$ cat src/rtl/window_minmax_tracker.sv
// Windowed running max/min tracker: tracks unsigned extremes over WINDOW accepted
// samples and presents the window result on a valid/ready handshake.
module window_minmax_tracker #(
    parameter int unsigned WIDTH  = 4,
    parameter int unsigned WINDOW = 8,
    parameter int unsigned CNT_W  = 8
) (
    input  logic             clk,
    input  logic             rst,
    input  logic             clr,
    input  logic             in_valid,
    input  logic [WIDTH-1:0] in_data,
    output logic             in_ready,
    output logic [WIDTH-1:0] max_val,
    output logic [WIDTH-1:0] min_val,
    output logic [CNT_W-1:0] sample_cnt,
    output logic             new_max,
    output logic             new_min,
    output logic             res_valid,
    output logic [WIDTH-1:0] res_max,
    output logic [WIDTH-1:0] res_min,
    input  logic             res_ready
);

    localparam logic [CNT_W-1:0] WIN_CNT = CNT_W'(WINDOW);

    typedef enum logic [1:0] {
        IDLE   = 2'd0,
        TRACK  = 2'd1,
        REPORT = 2'd2
    } state_t;

    state_t state;
    state_t state_next;

    logic             accept;
    logic [CNT_W-1:0] cnt_inc;
    logic [CNT_W-1:0] cnt_next;
    logic [WIDTH-1:0] max_next;
    logic [WIDTH-1:0] min_next;
    logic             new_max_next;
    logic             new_min_next;

    // State register
    always_ff @(posedge clk) begin
        if (rst) begin
            state <= IDLE;
        end else begin
            state <= state_next;
        end
    end

    // Next-state logic; clr aborts the window from any state
    always_comb begin
        state_next = state;
        if (clr) begin
            state_next = IDLE;
        end else begin
            case (state)
                IDLE: begin
                    if (accept) begin
                        state_next = (WINDOW == 32'd1) ? REPORT : TRACK;
                    end
                end
                TRACK: begin
                    if (accept && (cnt_inc == WIN_CNT)) begin
                        state_next = REPORT;
                    end
                end
                REPORT: begin
                    if (res_ready) begin
                        state_next = IDLE;
                    end
                end
                default: state_next = IDLE;
            endcase
        end
    end

    // Output decode: only the report phase stalls the producer
    always_comb begin
        in_ready = (state != REPORT);
    end

    assign accept  = in_valid && in_ready && !clr;
    assign cnt_inc = sample_cnt + CNT_W'(1);

    // Datapath next values; equal samples leave the extremes untouched
    always_comb begin
        max_next     = max_val;
        min_next     = min_val;
        cnt_next     = sample_cnt;
        new_max_next = 1'b0;
        new_min_next = 1'b0;
        if (clr) begin
            cnt_next = '0;
        end else if (accept) begin
            if (state == IDLE) begin
                max_next     = in_data;
                min_next     = in_data;
                cnt_next     = CNT_W'(1);
                new_max_next = 1'b1;
                new_min_next = 1'b1;
            end else begin
                if (in_data > max_val) begin
                    max_next     = in_data;
                    new_max_next = 1'b1;
                end
                if (in_data < min_val) begin
                    min_next     = in_data;
                    new_min_next = 1'b1;
                end
                cnt_next = cnt_inc;
            end
        end else if ((state == REPORT) && res_ready) begin
            cnt_next = '0;
        end
    end

    // Datapath and result registers; result captured on entry to REPORT
    always_ff @(posedge clk) begin
        if (rst) begin
            max_val    <= '0;
            min_val    <= '0;
            sample_cnt <= '0;
            new_max    <= 1'b0;
            new_min    <= 1'b0;
            res_valid  <= 1'b0;
            res_max    <= '0;
            res_min    <= '0;
        end else begin
            max_val    <= max_next;
            min_val    <= min_next;
            sample_cnt <= cnt_next;
            new_max    <= new_max_next;
            new_min    <= new_min_next;
            res_valid  <= (state_next == REPORT);
            if ((state != REPORT) && (state_next == REPORT)) begin
                res_max <= max_next;
                res_min <= min_next;
            end
        end
    end

endmodule

$ cat config.mk
export PLATFORM = sky130hd
export DESIGN_NAME = window_minmax_tracker
export DESIGN_NICKNAME = d
export VERILOG_FILES = /design/src/rtl/window_minmax_tracker.sv
export SDC_FILE = /design/constraint.sdc
export NUM_CORES = 1
export LEC_CHECK = 0
export ABC_CLOCK_PERIOD_IN_PS = 2600
export CORE_UTILIZATION = 25
export CTS_BUF_LIST = sky130_fd_sc_hd__clkbuf_16
export DETAILED_ROUTE_END_ITERATION = 12
export GPL_TIMING_DRIVEN = 0
export PLACE_DENSITY = 0.54
export SYNTH_ARGS = -nofsm -noshare
export SYNTH_HDL_FRONTEND = slang
export SYNTH_SLANG_ARGS = --single-unit
$ cat constraint.sdc
create_clock -name clk -period 2.6 [get_ports clk]
set_input_delay 0.78 -clock clk [delete_from_list [all_inputs] [get_ports clk]]
set_output_delay 0.78 -clock clk [all_outputs]
set_load 0.05 [all_outputs]
* Word-level counts from Yosys, hierarchy flattened *
Index checks and enable logic that the tools add are counted.

operators by class
  reductions and logical operators = 10
  equality and inequality tests = 5
  $add $sub $neg = 1
  magnitude comparators = 2
  bitwise operators = 1
  multiplexer cells = 20

operators with widths
  cell                 count
  $mux 4               8
  $mux 8               3
  $add 8x1->8 const B  1
  $eq 8x4->1 const B   1
  $mux 2               4
  $pmux 2 s3           1
  $logic_and 1x1->1    5
  $eq 2x2->1 const B   2
  $gt 4x4->1           1
  $lt 4x4->1           1
  $mux 1               4
  $reduce_or 3->1      1
  $eq 2x1->1 const B   1
  $logic_not 2->1      1
  $ne 2x2->1 const B   1
  $reduce_bool 2->1    1
  $reduce_or 2->1      1
  $logic_not 1->1      1
  $not 1->1            1

storage, ports and cells
  word-level logic and storage cells = 48
  input port bits = 9
  flip-flop bits (word level) = 29

* Logic depth before layout (Yosys ltp) *
Gate-level depths: netlist of the first run.

  word-level depth = 9
  gate-level depth with buffers = 7

* Worst setup path after synthesis of the first run *
No wires, ideal clock.

  path kind = flip-flop to flip-flop
  start point = register sample_cnt[0]
  end point = register res_valid
  path slack = -0.009 ns
  data arrival time = 2.539 ns
  data required time = 2.530 ns
  cell stages (with the launch flop) = 8
  setup time = 0.070 ns
  cells stage by stage = dfxtp_1 -> ha_1 -> buf_2 -> nand3_1 -> xnor2_1 -> or4b_4 -> or4_1 -> a21oi_1

on the way
  word-level cells in the longest chain between the ends = 7

ends and longest elaborated chain
  element                   line  source
  start: declaration        16    output logic [CNT_W-1:0] sample_cnt,
  start signal: assignment  134   sample_cnt <= cnt_next;
  $add 8x1->8               86    assign cnt_inc = sample_cnt + CNT_W'(1);
  $eq 8x4->1                66    if (accept && (cnt_inc == WIN_CNT)) begin
  $logic_and 1x1->1         66
  $mux 2                    66
  $pmux 2 s3                59    case (state)
  $mux 2                    56    if (clr) begin
  $eq 2x2->1                137   res_valid <= (state_next == REPORT);
  end signal: assignment    137
  end: declaration          19    output logic res_valid,

No other way between the ends.
A chain may end at the register's enable or synchronous reset.

* Worst setup path after layout of the first run *
  start point = register sample_cnt[1]
  end point = register state[1]

on the way
  word-level cells in the longest chain between the ends = 6

ends and longest elaborated chain
  element                 line  source
  $add 8x1->8             86
  $eq 8x4->1              66
  $logic_and 1x1->1       66
  $mux 2                  66
  $pmux 2 s3              59
  $mux 2                  56
  end signal: assignment  49    state <= state_next;
  end: declaration        33    state_t state;

No other way between the ends.

==> impl_metrics.py, run 1 <==
metrics = {
    "final_layout": {
        "fillers": 604,
        "area_growth_pct": 50.1,
        "drive_gt1_frac": 0.145,
        "post-route-util": 0.388,
        "nets": 238,
        "antenna-diode-count": 0,
    },
    "critical_path": {
        "worstSetupPathType": "reg2reg",
        "slowest_delay_ns": 0.57,
        "startpoint_type": "flip-flop",
        "rrSetupSlack_ns": 0.15,
        "cp_data_arrival_time_ns": 2.64,
        "path_cells": "ha_1 > buf_2 > nand3_1 > xnor2_1 > or4b_4 > or4_1 > a21oi_1",
        "end_kind": "flip-flop",
        "reg2reg_from": "sample_cnt[1]",
        "r2r-end": "state[1]",
        "reg2reg_depth": 7,
        "path_max_fanout": 9,
        "cp.required_ns": 2.80,
        "slowest_stage": "or4b_4",
    },
    "timing": {
        "post-route-min-period_ns": 2.45,
        "worstMarginPinSlew_ns": 0.743,
        "relSlewSlack": 0.503,
        "slew_viol_final": 0,
        "tns_ns": 0,
        "fin_crit_sh": 0.941,
        "clock.fmax_mhz": 409,
        "finalHoldViolCount": 0,
        "setup_viol": 0,
        "rsz0062_at_grt": "no",
        "skew_ns": 0.00907,
    },
    "route": {
        "vias_per_cell": 4.91,
        "detail-route-antenna-nets": 0,
        "totalWireLength_mm": 4.14,
        "drt-wirelength-per-cell_um": 14.0,
        "drt_iter0_markers": 61,
        "drc": 0,
        "drt_first_pass_iters": 4,
        "num_vias": 1452,
    },
    "floorplan": {
        "die_w_um": 80.0,
        "rows": 28,
        "dieArea_um2": 6400,
        "core_um2": 5890,
        "die_y_um": 80.0,
        "io-pin-count": 37,
        "start_util": 0.258,
    },
    "synth": {
        "ys.flop_type": "dfxtp_1",
        "synth_top_area_share": 0.382,
        "syn_inst": 172,
        "synth_top_area_cell": "dfxtp_1",
        "netlist_area_um2": 1520,
        "synthArstFlopShare": 0,
        "ys_seq_elements": 29,
        "avgSynthCellArea_um2": 8.84,
        "yosysSeqAreaShare": 0.382,
        "synth_fp_nets": 190,
        "synth_edf_count": 0,
        "synth.top_cells.by_count": "dfxtp_1 (29), a21oi_1 (16), nor2_1 (15), inv_1 (11)",
        "yosys_warnings": 0,
        "synth_cell_types": 44,
        "synth_area_leaders": "dfxtp_1 (38%), ha_1 (7.4%), a21oi_1 (5.3%), mux2i_1 (4.6%), a211oi_1 (4.4%)",
        "yosysMostFrequentCell": "dfxtp_1",
    },
    "power_and_ir_drop": {
        "power.share.clock": 0.505,
        "leakage_nw": 0.836,
        "switchingPower_w": 0.000301,
        "p_sw_frac": 0.236,
        "power.density_nw_per_um2": 558,
        "pwr-share-seq": 0.367,
        "combinationalPowerShare": 0.129,
        "intPower_w": 0.000972,
        "peakVddDrop_uv": 375,
    },
    "cts": {
        "clock_path_buffers": 2,
        "cts_root_buf": "clkbuf_16",
        "cts_sinks": 29,
        "clkTransAtPathRegs_ns": 0.05,
        "cts_buffers": 5,
        "h-tree-depth": 2,
        "cts_hold_buf": 0,
        "cts_tree": "built",
        "clock_latency_ns": 0.28,
    },
    "placement": {
        "hpwl_mm": 2.89,
        "io_buffers": 36,
        "gp_congestion": 0.828,
    },
    "global_routing": {
        "grt_pass1_wl_mm": 6.73,
        "grt_pass1_vias": 1315,
        "grtUsageTotal": 0.140,
        "grt_max_degree": 11,
        "antenna_found_initial": 0,
        "grt-ovfl-total": 0,
    },
    "min_path": {
        "hold_class": "reg2reg",
        "hp-start": "sample_cnt[7]",
        "hold_depth": 2,
        "hold_end": "sample_cnt[7]",
    },
    "run": {
        "drv_cap": 0,
    },
    "status": {
        "status": "completed",
    },
}
-- power groups by stage --
stage	Combinational (W)	Sequential (W)	Clock [W]
3_3_place_gp	0.000144	0.000474	0
5_1_grt	0.000177	0.000468	0.000675
2_1_floorplan	0.0000591	0.000505	0
6_report	0.000164	0.000467	0.000642
3_5_place_dp	0.000143	0.000474	0
4_1_cts	0.000156	0.000465	0.000658
-- routing by layer --
| metal | part of all wire | track usage | vias to the layer above |
|---|---|---|---|
| met5 | 0 | 0 | - |
| met4 | 0.010 | 0.0375 | 0 |
| met3 | 0.052 | 0.0457 | 6 |
| met2 | 0.45 | 0.220 | 36 |
| met1 | 0.49 | 0.181 | 673 |
| li1 | - | - | 737 |
-- logic make-up (layout without fill, tap and decap cells) --
kind of cell | count (synthesis) | in the layout | share of synthesized area
xor gates and xnor gates | 2 | 2 | 0.0115
muxes | 8 | 8 | 0.0535
buffers and inverters | 16 | 65 | 0.0412
adders and majority gates | 9 | 9 | 0.0741
DFF | 29 | 29 | 0.382
and+or+nand+nor | 58 | 58 | 0.229
AOI/OAI and AO/OA | 50 | 50 | 0.209
-- how the worst max path moves through the flow --
stage                       start    endpoint
floorplan           sample_cnt[1]   res_valid
global placement              clr  res_min[1]
detailed placement            clr  res_min[0]
CTS                           clr    state[1]
global route        sample_cnt[1]    state[1]
finish              sample_cnt[1]    state[1]
-- sequential cells by signal, summed over array words and instances, names as in the netlist, 2 cells and up --
name / cells
res_min: 4
max_val: 4
min_val: 4
sample_cnt: 8
res_max: 4
state: 2
-- worst max-delay path: cells and delay by family, from the launching register on --
family                   cells  cell delay (ns)
AO/OA/AOI/OAI                1             0.16
XOR/XNOR                     1             0.23
adder cells (fa/ha/maj)      1             0.19
buffers and inverters        1             0.19
flip-flops                   1             0.47
AND/OR/NAND/NOR              3             1.12
-- cell usage in the layout (no fill, tap or decap), types with 2 or more instances in the layout --
| cell type | Yosys | routed |
|---|---|---|
| a22oi_1 | 4 | 4 |
| o21ai_0 | 6 | 6 |
| a31oi_1 | 7 | 7 |
| and2_1 | 3 | 3 |
| buf_2 | 2 | 2 |
| nor3_1 | 2 | 2 |
| dlygate4sd2_1 | 0 | 2 |
| nor2_1 | 15 | 15 |
| nand4_1 | 3 | 3 |
| nand3_1 | 5 | 5 |
| mux2i_2 | 0 | 2 |
| a21oi_1 | 16 | 16 |
| inv_1 | 11 | 11 |
| mux2i_1 | 7 | 2 |
| clkbuf_16 | 0 | 5 |
| nor2b_2 | 1 | 2 |
| a211oi_1 | 9 | 9 |
| clkbuf_1 | 2 | 2 |
| buf_4 | 0 | 4 |
| or4_1 | 3 | 3 |
| dlymetal6s2s_1 | 0 | 5 |
| dfxtp_1 | 29 | 28 |
| mux2i_4 | 0 | 3 |
| nand2_1 | 5 | 5 |
| ha_1 | 9 | 9 |
| xnor2_1 | 2 | 2 |
| nor2b_1 | 5 | 4 |
| nand4b_1 | 2 | 2 |
| clkdlybuf4s50_1 | 0 | 29 |
-- timing repair --
item | 4_1_cts | 5_1_grt
resized for setup | 9 | 14
pin swaps | 2 | 2
buffers inserted | 4 | 1
endpoints found under the setup margin | 14 | 15
-- final cells by class --
cell class,count,area (um2),share of cell area
clock buffer,5,125,0.0548
sequential,29,582,0.255
clock inverter,3,41.3,0.0181
buffer,5,21.3,0.00932
timing repair buffer,41,412,0.180
inverter,11,41.3,0.0181
multi-input combinational,127,966,0.423
tap,75,93.8,0.0411
-- through the flow --
step	worst slack, ns	instance area (um2)	cells	hold slack, ns	total power (W)
2_1_floorplan	0.00232	1520	172	0.563	0.000564
3_3_place_gp	-0.441	1980	283	0.517	0.000618
3_5_place_dp	-0.495	1980	283	0.514	0.000617
4_1_cts	0.0165	2210	295	0.523	0.00128
5_1_grt	0.0384	2280	296	0.553	0.00132
6_report	0.154	2280	296	0.527	0.00127
Power figures use the tool's default switching activity.
==> inputs of run 2 (changes only) <==
- CORE_MARGIN: default -> 4
- GPL_TIMING_DRIVEN: 0 -> default
==> run 2 against run 1 <==
Against the previous run:
- clock power shrank 16%
- clock-buffer cell count did not move
- clock skew down 0.0058 ns
- register-to-register slack better by 0.17 ns
- global-route usage decreased by 0.90 points
- maximum frequency shrank 2.2%
- highest routed layer unchanged
- design area shrank 0.49%
- combinational power rose by 4%
- power down 7.5%
==> impl_metrics.py, run 2 (synthesis results as in run 1) <==
metrics = {
    "status": {
        "status": "completed",
    },
    "power_and_ir_drop": {
        "fin_total_pwr_w": 0.00118,
        "leakage_nw": 0.820,
        "peakVddDrop_uv": 323,
        "power.density_nw_per_um2": 518,
    },
    "placement": {
        "hpwl_mm": 3.26,
        "place_inst": 300,
        "place_area_um2": 2120,
        "io_buffers": 36,
        "gp_congestion": 0.815,
    },
    "critical_path": {
        "cp_top_family": "simple AND/OR/NAND/NOR gates",
        "end_kind": "flip-flop",
        "r2r-end": "res_valid",
        "cp.required_ns": 2.80,
        "path_max_fanout": 4,
        "worstSetupPathType": "in2reg",
        "reg2reg_depth": 6,
        "reg2reg_from": "sample_cnt[1]",
        "slowest_delay_ns": 0.53,
        "path_cells": "clkdlybuf4s50_1 > nor2b_2 > nand3_1 > or4b_4 > or4_1 > a21oi_1",
        "cp.buffers_inverters": 1,
        "startpoint_type": "input port",
        "path_depth": 6,
        "crit_start": "in_valid",
        "slowest_stage": "or4b_4",
        "crit_path_end": "res_valid",
        "cp_data_arrival_time_ns": 2.70,
        "rrSetupSlack_ns": 0.32,
    },
    "timing": {
        "worstMarginPinSlew_ns": 0.615,
        "fin_crit_sh": 0.962,
        "clock.fmax_mhz": 400,
        "slew_viol_final": 0,
        "skew_ns": 0.00324,
        "relSlewSlack": 0.590,
        "setup_viol": 0,
        "rsz0062_at_grt": "no",
        "post-route-min-period_ns": 2.50,
        "finalHoldViolCount": 0,
    },
    "route": {
        "detail-route-antenna-nets": 0,
        "drt_first_pass_iters": 6,
        "drt_iter0_markers": 71,
        "drc": 0,
        "vias_per_cell": 4.75,
        "num_vias": 1463,
        "totalWireLength_mm": 4.37,
        "drt-wirelength-per-cell_um": 14.2,
    },
    "final_layout": {
        "largest_reg_flops": 8,
        "layout_commonest_cell": "clkdlybuf4s50_1",
        "drive_gt1_frac": 0.189,
        "area_growth_pct": 49.4,
        "mostFrequentLayoutCells": "clkdlybuf4s50_1 (34), dfxtp_1 (28), buf_4 (23), a21oi_1 (16), nor2_1 (15)",
        "fillers": 614,
        "post-route-util": 0.384,
        "layout.cells.non_filler": 308,
        "antenna-diode-count": 0,
        "nets": 250,
        "regMostFlops": "sample_cnt",
        "design_area_um2": 2270,
    },
    "floorplan": {
        "die_y_um": 86.0,
        "rows": 28,
        "start_util": 0.257,
        "core_um2": 5920,
        "io-pin-count": 37,
        "die_w_um": 86.0,
        "dieArea_um2": 7390,
    },
    "cts": {
        "clock_latency_ns": 0.27,
        "cts_setup_buffers": 0,
        "clock_path_buffers": 2,
        "cts_tree": "built",
        "h-tree-depth": 2,
        "cts_sinks": 29,
        "clkTransAtPathRegs_ns": 0.05,
        "cts_buffers": 5,
        "cts_hold_buf": 0,
        "cts_root_buf": "clkbuf_16",
    },
    "min_path": {
        "hold_class": "reg2reg",
    },
    "global_routing": {
        "grtUsageTotal": 0.131,
        "grt_max_degree": 20,
        "grt-ovfl-total": 0,
        "antenna_found_initial": 0,
        "grt_pass1_wl_mm": 7.53,
        "grt_pass1_vias": 1484,
    },
    "run": {
        "drv_cap": 0,
    },
}
## run 2: area by class of cell
type	instances	area, um2	share of cell area
clock buffer	5	125	0.0551
clock inverter	3	12.5	0.00551
inverter	11	41.3	0.0182
multi-input combinational	127	895	0.394
sequential	29	582	0.256
tap	75	93.8	0.0413
timing repair buffer	58	522	0.230
## run 2: what timing repair did
item | CTS | global route
gates resized for setup | 3 | 3
endpoints found under the setup margin | 1 | 4
pin swaps | 1 | 0
gates cloned | 0 | 0
hold endpoints to repair | 0 | 0
## run 2: per-stage QoR
step | setup TNS, ns | setup slack [ns] | hold slack [ns]
final | 0 | 0.0994 | 0.520
after global routing | 0 | 0.00324 | 0.600
after CTS | 0 | 0.0455 | 0.528
after detailed placement | -2.82 | -0.296 | 0.518
after global placement | -2.72 | -0.284 | 0.516
after floorplan | 0 | 0.00232 | 0.563
## run 2: worst register-to-register path, cell delays in order, from the launching register on
cell     delay, ns
dfxtp_1       0.49
ha_1          0.23
nand3_1       0.10
xnor2_1       0.20
or4b_4        0.57
or4_1         0.45
a21oi_1       0.17
## run 2: where the power goes
group | internal [W] | switching [W] | total [W]
sequential | 0.000456 | 0.0000100 | 0.000466
clock | 0.000345 | 0.000197 | 0.000542
combinational | 0.0000764 | 0.0000933 | 0.000170
## run 2: how the worst min path moves through the flow
stage	startpoint	to	depth (start not counted)
floorplan	state[1]	state[0]	3
global placement	sample_cnt[7]	sample_cnt[7]	2
detailed placement	res_min[2]	res_min[2]	2
CTS	res_min[2]	res_min[2]	2
global route	res_min[0]	res_min[0]	2
finish	sample_cnt[7]	sample_cnt[7]	2
## run 2: routing by layer
metal | vias up | track usage | routed length [um]
li1 | 758 | - | -
met1 | 656 | 0.172 | 2150
met2 | 44 | 0.198 | 1900
met3 | 5 | 0.0461 | 256
met4 | 0 | 0.0432 | 59
met5 | - | 0 | 0
==> inputs of run 3 (changes only) <==
- SETUP_SLACK_MARGIN: default -> 0.02
==> run 3 against run 2 <==
Against the previous run:
- design area is 0.50% higher
- maximum frequency is 1.4% higher
- non-clock buffer count is 1 lower
- clock-buffer cell count stayed put
- worst setup slack better by 0.034 ns
- routed wire length is 2.3% lower
- clock power is 2% higher
- hold slack better by 0.0070 ns
- power is 1.2% higher
- register-to-register slack better by 0.11 ns
- combinational power hardly changed
- critical path type unchanged
- largest power group unchanged
==> impl_metrics.py, run 3 (synthesis results as in run 1) <==
metrics = {
    "critical_path": {
        "path_max_fanout": 4,
        "crit_start": "in_valid",
        "crit_path_end": "res_valid",
        "reg2reg_from": "sample_cnt[2]",
        "reg2reg_depth": 5,
        "cp.required_ns": 2.80,
        "rrSetupSlack_ns": 0.43,
        "startpoint_type": "input port",
        "end_kind": "flip-flop",
        "cp_data_arrival_time_ns": 2.67,
        "worstSetupPathType": "in2reg",
        "r2r-end": "res_valid",
    },
    "global_routing": {
        "grt-ovfl-total": 0,
        "grtUsageTotal": 0.123,
        "grt_pass1_vias": 1482,
        "antenna_found_initial": 0,
        "grt_pass1_wl_mm": 7.16,
        "grt_max_degree": 20,
    },
    "cts": {
        "cts_sinks": 29,
        "cts_resized": 0,
        "clock_latency_ns": 0.28,
        "clkTransAtPathRegs_ns": 0.06,
        "cts_tree": "built",
        "cts_buffers": 5,
        "cts_hold_buf": 0,
        "cts_root_buf": "clkbuf_16",
        "clock_path_buffers": 2,
        "cts_setup_buffers": 0,
        "h-tree-depth": 2,
    },
    "final_layout": {
        "mostFrequentLayoutCells": "clkdlybuf4s50_1 (34), dfxtp_1 (27), buf_4 (22), a21oi_1 (16), nor2_1 (15)",
        "layout.cells.non_filler": 307,
        "layout_commonest_cell": "clkdlybuf4s50_1",
        "largest_reg_flops": 8,
        "drive_gt1_frac": 0.203,
        "design_area_um2": 2280,
        "area_growth_pct": 50.1,
        "nets": 249,
        "antenna-diode-count": 0,
        "post-route-util": 0.385,
        "regMostFlops": "sample_cnt",
    },
    "status": {
        "status": "completed",
    },
    "route": {
        "drt-wirelength-per-cell_um": 13.9,
        "drt_iter0_markers": 44,
        "drc": 0,
        "detail-route-antenna-nets": 0,
        "vias_per_cell": 4.81,
        "totalWireLength_mm": 4.27,
        "num_vias": 1478,
        "drt_first_pass_iters": 4,
    },
    "floorplan": {
        "io-pin-count": 37,
        "die_w_um": 86.0,
        "core_um2": 5920,
        "start_util": 0.257,
        "die_y_um": 86.0,
        "dieArea_um2": 7390,
        "rows": 28,
    },
    "placement": {
        "io_buffers": 36,
        "place_area_um2": 2110,
        "gp_congestion": 0.779,
        "dp_slack_ns": -0.262,
        "place_inst": 299,
        "hpwl_mm": 3.14,
    },
    "power_and_ir_drop": {
        "power.density_nw_per_um2": 522,
        "fin_total_pwr_w": 0.00119,
        "leakage_nw": 0.827,
        "peakVddDrop_uv": 328,
    },
    "timing": {
        "finalHoldViolCount": 0,
        "setup_viol": 0,
        "setup_slack_ns": 0.133,
        "worstMarginPinSlew_ns": 0.582,
        "post-route-min-period_ns": 2.47,
        "slew_viol_final": 0,
        "relSlewSlack": 0.612,
        "fin_crit_sh": 0.949,
        "clock.fmax_mhz": 405,
        "rsz0062_at_grt": "yes",
        "skew_ns": 0.00702,
    },
    "run": {
        "drv_cap": 0,
    },
    "min_path": {
        "hold_class": "reg2reg",
    },
}
-- run 3: changes by cell type in the layout (fill, tap and decap cells not counted) --
cell,change
nor2b_4,+1
mux2i_2,+1
dfxtp_2,+1
clkinvlp_4,+1
dfxtp_1,-1
clkinv_2,+1
dlygate4sd2_1,-1
clkinv_1,-2
mux2i_1,-1
nor2b_2,-1
buf_4,-1
dlymetal6s2s_1,+1
-- run 3: worst max-delay path, stage by stage --
cell,delay [ns]
clkdlybuf4s50_1,0.48
nor2b_4,0.16
nand3_1,0.11
or4b_4,0.53
or4_1,0.44
a21oi_1,0.16
-- run 3: layer usage --
layer	global-route usage	routed length [um]	part of all wire	up-vias
li1	-	-	-	758
met1	0.168	2040	0.48	676
met2	0.186	1950	0.46	38
met3	0.0346	236	0.055	6
met4	0.0432	46	0.011	0
met5	0	0	0	-
-- run 3: how the worst min path moves through the flow --
| stage | end | start | depth (start not counted) |
|---|---|---|---|
| 2_1_floorplan | state[0] | state[1] | 3 |
| 3_3_place_gp | sample_cnt[7] | sample_cnt[7] | 2 |
| 3_5_place_dp | res_min[1] | res_min[1] | 2 |
| 4_1_cts | res_min[1] | res_min[1] | 2 |
| 5_1_grt | res_max[1] | res_max[1] | 2 |
| 6_report | sample_cnt[7] | sample_cnt[7] | 2 |
-- run 3: final cells by class --
type,count,area [um2]
Tap cell,75,93.8
Fill cell,591,3640
Multi-Input combinational cell,127,903
Clock buffer,5,125
Timing Repair Buffer,57,518
Inverter,11,41.3
Clock inverter,3,17.5
Sequential cell,29,583
-- run 3: report_power, final --
group	internal, W	total, W	switching (W)	leakage [nW]
Combinational	0.0000773	0.000171	0.0000935	0.522
Clock	0.000350	0.000555	0.000205	0.0696
Sequential	0.000456	0.000466	0.0000101	0.236
Total	0.000883	0.00119	0.000309	0.827
-- run 3: through the flow --
step	setup TNS, ns	hold WS [ns]
after global routing	-0.0105	0.577
after CTS	0	0.529
after floorplan	0	0.563
final	0	0.527
after detailed placement	-2.50	0.520
after global placement	-2.01	0.510
==> RTL edit 1: new RTL, flow settings as in run 3 <==
`CNT_W`: 8 -> 10.
--- a/src/rtl/window_minmax_tracker.sv
+++ b/src/rtl/window_minmax_tracker.sv
@@ -4,5 +4,5 @@
     parameter int unsigned WIDTH  = 4,
     parameter int unsigned WINDOW = 8,
-    parameter int unsigned CNT_W  = 8
+    parameter int unsigned CNT_W  = 10
 ) (
     input  logic             clk,
Ports: changed (resized sample_cnt); port bits go from 37 to 39. The function was not compared with the original's and may differ.
==> RTL edit 1 against run 3 <==
Sequential cell count increased by 2; critical path type is now reg -> out; setup slack got worse by 16 ps; clock power increased by 3%; final cell count increased by 4.2%; sequential power increased by 5.8%; die area increased by 9.4%; worst hold slack got worse by 25 ps; routed wire length increased by 0.51%; area after synthesis increased by 10%; highest routed layer unchanged; power increased by 0.11%; design area increased by 2.9%.
==> RTL edit 1: results (changes against run 3) <==
Outcome
  • Outcome: complete, no violations

GRT
  • GR Util All Layers: 0.109 (-0.0143)
  • Vias in the first global route: 1558 (+5.1%)
  • First-pass GRT wire length: 7160 um (about the same)
  • Routing usage on met2: 0.176 (-0.0103)
  • GR Layer Usage met1: 0.135 (-0.0330)
  • Met3 usage: 0.0342 (-0.000358)

Drt
  • WL met1: 2050 um (+0.54%)
  • Vias per cell: 5.00 (+3.9%)
  • Iter 0 DRT Violations: 80 (+82%)
  • Met2 WL: 1910 um (-2.2%)

Critical path
  • CP max FO: 12 (+8)
  • Worst Setup SP: sample_cnt[6]
  • CP max-delay cell: clkdlybuf4s50_1
  • Max incr delay on CP: 880 ps (+350 ps)

Synth
  • Mux cell area share after synthesis: 0.0567 (+0.00318)
  • Synth cell types: 41 (-6.8%)
  • Syn_nets: 210 (+11%)
  • Sequential area share after synthesis: 0.370 (-0.0120)
  • Synth Area in XOR/XNOR: 0.00522 (-0.00630)
  • Compound-cell area share of the yosys netlist: 0.201 (-0.00846)

Finish
  • Layout Nets: 260 (+4.4%)
  • Final instance area: 2350 sq um (+2.9%)
  • Share of layout cells above drive strength 1: 0.136 (-0.0668)

Placed design
  • Port buffer count: 38 (+5.6%)
  • GPL Wtd Cong: 0.755 (-3.0%)

STA
  • Skew final: 4.54 ps (-2.48 ps)

Power
  • Worst IR Drop VDD: 208 uV (-36%)
## RTL edit 1: per-stage QoR
step / std cells / total power (uW) / setup WS (ps) / utilization / TNS (ps)
5_1_grt: 320 / 1240 / 54.9 / 0.366 / 0
3_3_place_gp: 312 / 635 / -67.1 / 0.343 / -219
4_1_cts: 320 / 1210 / 105 / 0.366 / 0
6_report: 320 / 1190 / 117 / 0.366 / 0
3_5_place_dp: 312 / 635 / -85.6 / 0.343 / -748
2_1_floorplan: 192 / 578 / 21.6 / - / 0
## RTL edit 1: path summary, 6_finish.rpt
kind / slack, ps / cells after the start / to
setup reg to reg: 330 / 6 / res_min[3]
setup / recovery: 120 / 1 / sample_cnt[6]
hold / removal: 500 / 1 / state[0]
hold reg to reg: 500 / 1 / state[0]
## RTL edit 1: cell type report
type,instances,area [sq um],area share
tap,77,96.3,0.0410
multi-input combinational,141,952,0.405
inverter,9,33.8,0.0144
sequential,31,623,0.265
clock buffer,5,125,0.0533
timing repair buffer,54,498,0.212
clock inverter,3,20.0,0.00852
==> RTL edit 2: new RTL, config.mk and constraints of run 3 <==
Made on the original files. Make the reset (`rst`) asynchronous in 2 clocked blocks.
--- a/src/rtl/window_minmax_tracker.sv
+++ b/src/rtl/window_minmax_tracker.sv
@@ -43,5 +43,5 @@
 
     // State register
-    always_ff @(posedge clk) begin
+    always_ff @(posedge clk or posedge rst) begin
         if (rst) begin
             state <= IDLE;
@@ -119,5 +119,5 @@
 
     // Datapath and result registers; result captured on entry to REPORT
-    always_ff @(posedge clk) begin
+    always_ff @(posedge clk or posedge rst) begin
         if (rst) begin
             max_val    <= '0;
Formal check against the unedited RTL: differs if rst is asserted again (counterexample within 4 cycles, from zero or initial values and one cycle with rst high); with rst held inactive, the same outputs for 10 cycles.
==> RTL edit 2 against run 3 <==
Critical path depth is 1 higher; utilization is 0.18 points lower; count of clock-buffer cells in the layout stayed put; routed wire length is 19% lower; non-clock buffer count is 5 lower; area after synthesis is 1.4% higher; setup slack worse by 19 ps; design area is 0.11% higher; sequential cell count stayed put; clock skew is 3.1 ps lower; critical endpoint is now res_max[3]; largest cell class unchanged.
Power is not compared: it rests on default switching activity, and its combinational part moved more than twofold at a synthesized area within 25%.
==> RTL edit 2: results (changes against run 3) <==
Finish
  • Share of layout cells above drive strength 1: 0.238 (+0.0358)
  • Area growth syn-to-layout: 48.2%
  • Layout Nets: 209 (-16%)
  • Fill cells: 603 (+2.0%)

Outcome
  • Outcome: complete, no violations

Synth
  • Sequential area share after synthesis: 0.471 (+0.0889)
  • Synth cell types: 35 (-20%)
  • Syn Inst Count: 135 (-22%)
  • Syn_nets: 152 (-20%)
  • Largest cells by area after synthesis: dfrtp_1, mux2_4, ha_1
  • FFs w/ async S/R, synth: 1.00 (+1.00)
  • Yosys top cell by area: dfrtp_1
  • Top post-synthesis cells by count: dfrtp_1, mux2_4, inv_1, nor2_1

Min path
  • Hold_sp: state[1]
  • Min-Delay Endpoint: state[0]
  • Worst hold path cell count: 1 (-1)

STA
  • Final worst slack: 114 ps (-19.3 ps)
  • Worst Max-Slew Pin Slew: 509 ps (-72.9 ps)
  • Worst Hold Margin: 509 ps (-18.3 ps)

Placed design
  • Pre-CTS setup slack: -385 ps (-123 ps)
  • Final HPWL DP: 2590 um (-18%)
  • # placed instances: 260 (-13%)
  • Cell Area, Placed: 2100 sq um (-0.59%)
  • GPL Wtd Cong: 0.725 (-6.9%)

Critical path
  • Worst r2r path cells: 7 (+2)
  • CP max FO: 5 (+1)
  • Worst Setup SP: in_data[3]
  • Reg2reg start: max_val[3]
  • CP arrival: 2640 ps (-30 ps)
  • Flop-to-flop setup slack: 490 ps (+60 ps)
  • Max incr delay on CP: 370 ps (-160 ps)

Drt
  • WL met1: 1570 um (-23%)
  • Iter 0 DRT Violations: 26 (-41%)
  • Drt total wl: 3450 um (-19%)
  • Met2 WL: 1620 um (-17%)
  • Post-DR wirelength/cell: 12.9 um (-7.7%)
  • Met3 WL: 212 um (-10%)

GRT
  • Met3 usage: 0.0352 (+0.000589)
  • First-pass GRT wire length: 5860 um (-18%)
  • Largest net degree at the start of global routing: 30 (+50%)
  • Routing usage on met2: 0.161 (-0.0258)
  • GR Util All Layers: 0.101 (-0.0225)
  • GR Layer Usage met1: 0.129 (-0.0382)

Clock network
  • Post-CTS sizing: 7 (+7)
## RTL edit 2: area by class of cell
class | instances | share of cell area
repair buffers | 52 | 0.207
clock inverters | 3 | 0.0164
multi-input cells | 93 | 0.345
inverters | 11 | 0.0181
flip-flops and latches | 29 | 0.318
well taps | 75 | 0.0411
clock buffers | 5 | 0.0548
## RTL edit 2: logic make-up (layout without fill, tap and decap cells)
family	count (synthesis)	count (layout)	share of synthesized area
and+or+nand+nor	42	42	0.155
muxes	15	15	0.139
DFF	29	29	0.471
xor gates and xnor gates	2	2	0.0114
adders and majority gates	8	8	0.0649
AOI/OAI and AO/OA	26	26	0.123
buffers and inverters	13	71	0.0365
## RTL edit 2: critical path, delay by kind of cell
kind	cells	cell delay [ps]
AO/OA/AOI/OAI	1	370
adder cells (fa/ha/maj)	1	310
buffers and inverters	1	260
multiplexers	2	580
AND/OR/NAND/NOR	2	340
